`src/rtl/cmp_seq_ctrl.sv`:
```
// Sequential wide-operand magnitude comparator: walks 3-bit slices MSB-first,
// one per clock, and stops at the first unequal slice.
module cmp_seq_ctrl #(
  parameter int SLICES = 4
) (
  input  logic                  clk,
  input  logic                  rst_n,
  input  logic                  start,
  input  logic [3*SLICES-1:0]   a,
  input  logic [3*SLICES-1:0]   b,
  output logic                  busy,
  output logic                  done,
  output logic [2:0]            y
);

  localparam int W    = 3 * SLICES;
  localparam int IDXW = (SLICES > 1) ? $clog2(SLICES) : 1;
  localparam logic [IDXW-1:0] IDX_TOP  = IDXW'(SLICES - 1);
  localparam logic [IDXW-1:0] IDX_ZERO = '0;
  localparam logic [IDXW-1:0] IDX_ONE  = IDXW'(1);

  localparam logic [2:0] Y_NONE = 3'b000;
  localparam logic [2:0] Y_EQ   = 3'b001;
  localparam logic [2:0] Y_GT   = 3'b010;
  localparam logic [2:0] Y_LT   = 3'b100;

  typedef enum logic [0:0] {
    IDLE = 1'b0,
    CMP  = 1'b1
  } state_t;

  state_t            state_r;
  state_t            next_state_s;
  logic [W-1:0]      a_q;
  logic [W-1:0]      b_q;
  logic [IDXW-1:0]   idx_r;
  logic [2:0]        slice_a_s;
  logic [2:0]        slice_b_s;
  logic [2:0]        slice_res_s;
  logic              last_slice_s;
  logic              capture_s;
  logic              resolve_s;
  logic [IDXW-1:0]   idx_next_s;
  logic              busy_next_s;
  logic              done_next_s;
  logic [2:0]        y_next_s;

  // Selects the 3-bit slice at index i; out-of-range indices read as zero.
  function automatic logic [2:0] slice_at(input logic [W-1:0] v,
                                          input logic [IDXW-1:0] i);
    logic [2:0] s;
    s = 3'b000;
    for (int k = 0; k < SLICES; k++) begin
      if (i == IDXW'(k)) begin
        s = v[3*k +: 3];
      end else begin
        s = s;
      end
    end
    return s;
  endfunction

  // Same {lt, gt, eq} one-hot encoding as the existing 3-bit comparator.
  function automatic logic [2:0] cmp3(input logic [2:0] sa, input logic [2:0] sb);
    logic [2:0] r;
    if (sa > sb) begin
      r = Y_GT;
    end else if (sa < sb) begin
      r = Y_LT;
    end else begin
      r = Y_EQ;
    end
    return r;
  endfunction

  // Slice comparison of the frozen operands at the current index.
  always_comb begin
    slice_a_s    = slice_at(a_q, idx_r);
    slice_b_s    = slice_at(b_q, idx_r);
    slice_res_s  = cmp3(slice_a_s, slice_b_s);
    last_slice_s = (idx_r == IDX_ZERO);
  end

  // State register.
  always_ff @(posedge clk or negedge rst_n) begin
    if (!rst_n) begin
      state_r <= IDLE;
    end else begin
      state_r <= next_state_s;
    end
  end

  // Next-state logic: a CMP pass ends on an unequal slice or on slice 0.
  always_comb begin
    next_state_s = state_r;
    case (state_r)
      IDLE: begin
        if (start) begin
          next_state_s = CMP;
        end else begin
          next_state_s = IDLE;
        end
      end
      CMP: begin
        if ((slice_res_s != Y_EQ) || last_slice_s) begin
          next_state_s = IDLE;
        end else begin
          next_state_s = CMP;
        end
      end
      default: next_state_s = IDLE;
    endcase
  end

  // Output/datapath decode: next values for the registered outputs and index.
  always_comb begin
    capture_s   = 1'b0;
    resolve_s   = 1'b0;
    idx_next_s  = idx_r;
    busy_next_s = 1'b0;
    done_next_s = 1'b0;
    y_next_s    = y;
    case (state_r)
      IDLE: begin
        if (start) begin
          capture_s   = 1'b1;
          idx_next_s  = IDX_TOP;
          busy_next_s = 1'b1;
        end else begin
          busy_next_s = 1'b0;
        end
      end
      CMP: begin
        if ((slice_res_s != Y_EQ) || last_slice_s) begin
          resolve_s   = 1'b1;
          done_next_s = 1'b1;
          busy_next_s = 1'b0;
          y_next_s    = slice_res_s;
        end else begin
          idx_next_s  = idx_r - IDX_ONE;
          busy_next_s = 1'b1;
        end
      end
      default: begin
        busy_next_s = 1'b0;
        y_next_s    = Y_NONE;
      end
    endcase
  end

  // Operand capture and slice index.
  always_ff @(posedge clk or negedge rst_n) begin
    if (!rst_n) begin
      a_q   <= '0;
      b_q   <= '0;
      idx_r <= IDX_ZERO;
    end else begin
      if (capture_s) begin
        a_q <= a;
        b_q <= b;
      end else begin
        a_q <= a_q;
        b_q <= b_q;
      end
      idx_r <= idx_next_s;
    end
  end

  // Registered outputs; y only moves on a resolving cycle.
  always_ff @(posedge clk or negedge rst_n) begin
    if (!rst_n) begin
      busy <= 1'b0;
      done <= 1'b0;
      y    <= Y_NONE;
    end else begin
      busy <= busy_next_s;
      done <= done_next_s;
      if (resolve_s) begin
        y <= y_next_s;
      end else begin
        y <= y;
      end
    end
  end

endmodule

```
`config.mk`:
```
export PLATFORM = sky130hd
export DESIGN_NAME = cmp_seq_ctrl
export DESIGN_NICKNAME = d
export VERILOG_FILES = /design/src/rtl/cmp_seq_ctrl.sv
export SDC_FILE = /design/constraint.sdc
export NUM_CORES = 1
export LEC_CHECK = 0
export CAP_MARGIN = 20
export CORE_MARGIN = 1.5
export CORE_UTILIZATION = 54
export CTS_BUF_LIST = sky130_fd_sc_hd__clkbuf_4 sky130_fd_sc_hd__clkbuf_8 sky130_fd_sc_hd__clkbuf_16
export CTS_CLUSTER_DIAMETER = 120
export DETAILED_ROUTE_END_ITERATION = 8
export GPL_TIMING_DRIVEN = 0
export PLACE_DENSITY = 0.84
export SLEW_MARGIN = 40
export SYNTH_ARGS = -nofsm -noshare
export SYNTH_HDL_FRONTEND = slang
export SYNTH_SLANG_ARGS = --single-unit
```
`constraint.sdc`:
```
create_clock -name clk -period 5.95 [get_ports clk]
set_clock_uncertainty 0.05 [all_clocks]
set_input_delay 1.19 -clock clk [delete_from_list [all_inputs] [get_ports clk]]
set_output_delay 1.19 -clock clk [all_outputs]
set_load 0.05 [all_outputs]
```
==> run_results.csv <==
group,metric,value,unit
global_routing,top_usage_layer,"met2",
flow_run,cap_violations,0,
global_routing,grt_first_pass_wirelength,4.740,mm
synth,yosysSeqAreaShare,51.71,%
sta,hold_viol_final,0,
run_status,run_status,"complete, no violations",
synth,ys_seq_elements,31,
sta,fin_crit,2.752,ns
sta,drv_slew,0,
detailed_routing,drt_iter0_markers,20,
worst_hold_path,worstHoldEndpoint,"y[0]",
worst_hold_path,min_path_type,"flip-flop to flip-flop",
critical_path,end_kind,"output port",
layout,fin_util,74.19,%
floorplanning,io_pins,32,
floorplanning,die_w,55.71,um
critical_path,r2r-start,"idx_r[0]",
critical_path,cp_slowest_cell,"clkdlybuf4s50_1",
global_routing,grt_max_degree,32,
floorplanning,dieArea,3103,um^2
cts,cts.path.max_buffers,2,
detailed_routing,routedWlPerCell,14.91,um
global_routing,grtUsageMet3,8.605,%
sta,worst_slew_pin_slew,0.6709,ns
sta,max-slew-margin-rel,55.27,%
critical_path,critical_path.cell_chain,"clkdlybuf4s50_1",
global_routing,grt_pass1_vias,1069,
placement,pre_cts_ws,3.248,ns
layout,nets,191,
cts,cts_tree,"yes",
critical_path,critPathTopFamily,"buffers and inverters",
synth,yosysTopAreaCell,"dfrtp_1",
sta,rsz0062_at_grt,"no",
worst_hold_path,hold_start,"y[0]",
floorplanning,core_area,2545,um^2
cts,cts_sinks,31,
global_routing,overflow,0,
floorplanning,initial_utilization,58.95,%
cts,cts_made_buffers,5,
critical_path,reg2reg_slack,3.23,ns
detailed_routing,vias_per_cell,5.618,
placement,hpwlAfterDp,2.070,mm
sta,max_freq,363.4,MHz
critical_path,reg2reg_to,"y[1]",
synth,syn_area,1500,um^2
critical_path,slowest_delay,0.81,ns
synth,yosysWarnings,0,
pwr,p_per_area,456.7,nW/um^2
global_routing,track_usage,20.23,%
synth,avgSynthCellArea,12.61,um^2
detailed_routing,route.detailed.drc,0,
critical_path,path_depth,1,
critical_path,critPathLaunchType,"flip-flop",
critical_path,critPathMaxFanout,3,
layout,n_antenna_cell,0,
cts,postCtsSetupRepairBufs,0,
cts,ctsHoldBuffers,0,
sta,finalSetupViolCount,0,
cts,clk_pin_slew,0.09,ns
pwr,total_leakage_power,0.0007940,uW
critical_path,arrival,1.51,ns
synth,postSynthCellCount,119,
cts,cts.htree.levels,2,
placement,gp_congestion,0.7934,
detailed_routing,drt_first_pass_iters,4,
layout,drive_gt1_share,23.72,%
floorplanning,die_y,55.71,um
critical_path,critical_path_required,4.71,ns
synth,synth_cell_types,24,
critical_path,crit_type,"flip-flop to output port",
global_routing,gr-usage-met1,23.32,%
synth,netlist.area_leader.share,51.71,%
layout,syn2layout_area_growth,25.85,%
global_routing,met2_usage,32.14,%
detailed_routing,vias,1045,
worst_hold_path,holdPathStages,2,
synth,syn-num-nets,153,
detailed_routing,drtAntennaViolNets,0,
detailed_routing,routed_wl,2.774,mm
placement,io_buffers,31,
sta,min_period_over_period,46.25,%
global_routing,antenna_found_initial,0,
cts,ctsResizeCount,0,
floorplanning,num_rows,18,
cts,clk_latency,0.33,ns
synth,synth.area.top_cells,"dfrtp_1 52%, mux2_2 17%, ha_1 5.8%",
pwr,peakVddDrop,390.3,uV
sta,layout_setup_ws,3.198,ns
critical_path,critical_path_buf_inv_count,1,
cts,cts-root-buf,"clkbuf_4",
sta,tns,0,ns
critical_path,r2r_cells,10,
-- Yosys cell counts --
| master | n |
|---|---|
| dfrtp_1 | 31 |
| mux2_2 | 22 |
| nor2b_1 | 9 |
| ha_1 | 7 |
| a21oi_1 | 6 |
| a221oi_1 | 6 |
| nand2_1 | 5 |
| inv_1 | 4 |
| nor3_1 | 4 |
| nand3_1 | 3 |
| o31ai_1 | 3 |
| buf_2 | 2 |
| buf_6 | 2 |
| clkbuf_1 | 2 |
| mux2_1 | 2 |
| o21a_1 | 2 |
| o21ai_0 | 2 |
| a21o_1 | 1 |
| a31o_2 | 1 |
| nor2_1 | 1 |
| nor2b_4 | 1 |
| nor3_4 | 1 |
| nor3b_2 | 1 |
| xnor2_1 | 1 |
-- per-stage QoR --
| step | cell area, um^2 | instances | hold slack, ns | total power, uW |
|---|---|---|---|---|
| 2_1_floorplan | 1500 | 119 | 0.4085 | 646.6 |
| 3_3_place_gp | 1848 | 180 | 0.4216 | 739.0 |
| 3_5_place_dp | 1843 | 180 | 0.4384 | 756.2 |
| 4_1_cts | 1888 | 186 | 0.4580 | 869.6 |
| 5_1_grt | 1888 | 186 | 0.4673 | 923.2 |
| 6_report | 1888 | 186 | 0.4546 | 862.4 |
-- sequential cells by signal, indices dropped and copies added (netlist names) --
signal,cells
done,1
b_q,12
a_q,12
idx_r,2
y,3
busy,1
-- metal layers --
| metal | wire [um] | up-vias | share of wire, % |
|---|---|---|---|
| met5 | 0 | - | 0 |
| met4 | 65 | 0 | 2.3 |
| met3 | 168 | 8 | 6.1 |
| met2 | 1364 | 30 | 49 |
| met1 | 1174 | 505 | 42 |
| li1 | - | 502 | - |
-- cell usage in the layout (no fill, tap or decap), types with 2 or more instances in the layout --
| cell | instances |
|---|---|
| clkdlybuf4s50_1 | 30 |
| dfrtp_1 | 31 |
| o21ai_0 | 2 |
| mux2_1 | 2 |
| buf_2 | 3 |
| inv_1 | 4 |
| buf_6 | 2 |
| nand2_1 | 5 |
| o31ai_1 | 3 |
| clkbuf_4 | 6 |
| clkbuf_1 | 2 |
| a221oi_1 | 6 |
| o21a_1 | 2 |
| nor3_1 | 4 |
| a21oi_1 | 6 |
| nor2b_1 | 9 |
| nand3_1 | 3 |
| mux2_2 | 22 |
| ha_1 | 7 |
-- cells by family after synthesis --
logic type,count (synthesis),share of synthesized area (%)
buf+inv,10,3.670
simple gates,25,10.42
flops,31,51.71
compound gates,21,9.758
fa+ha+maj,7,5.838
mux,24,18.02
xor+xnor,1,0.5839
-- how the worst max path moves through the flow --
stage	start	end	slack (ns)
6_report	busy	busy	3.20
5_1_grt	idx_r[0]	y[1]	3.01
4_1_cts	busy	busy	3.19
3_5_place_dp	idx_r[0]	y[1]	3.25
3_3_place_gp	rst_n	a_q[8]	3.16
2_1_floorplan	idx_r[0]	y[1]	3.58
-- power by group --
part,switching [uW],internal (uW),leakage (uW)
logic,203,195,0.000405
clock network,66.2,46.4,0.0000276
registers,49.4,302,0.000361
total,319,544,0.000794
-- layout make-up --
type                       instances  area [um^2]
multi-input combinational         78        669.4
timing repair buffer              31        305.3
tap                               30        37.54
inverter                           4        15.01
sequential                        31        775.7
buffer                             6        40.04
fill                             180        656.9
clock buffer                       6        45.04
-- tightest hold or removal path: cells and delay by family (launching register included) --
family / cells / cell delay (ns)
AND/OR/NAND/NOR: 1 / 0.08
AO/OA/AOI/OAI: 1 / 0.04
flip-flops: 1 / 0.35
(Power assumes the default switching activity.)
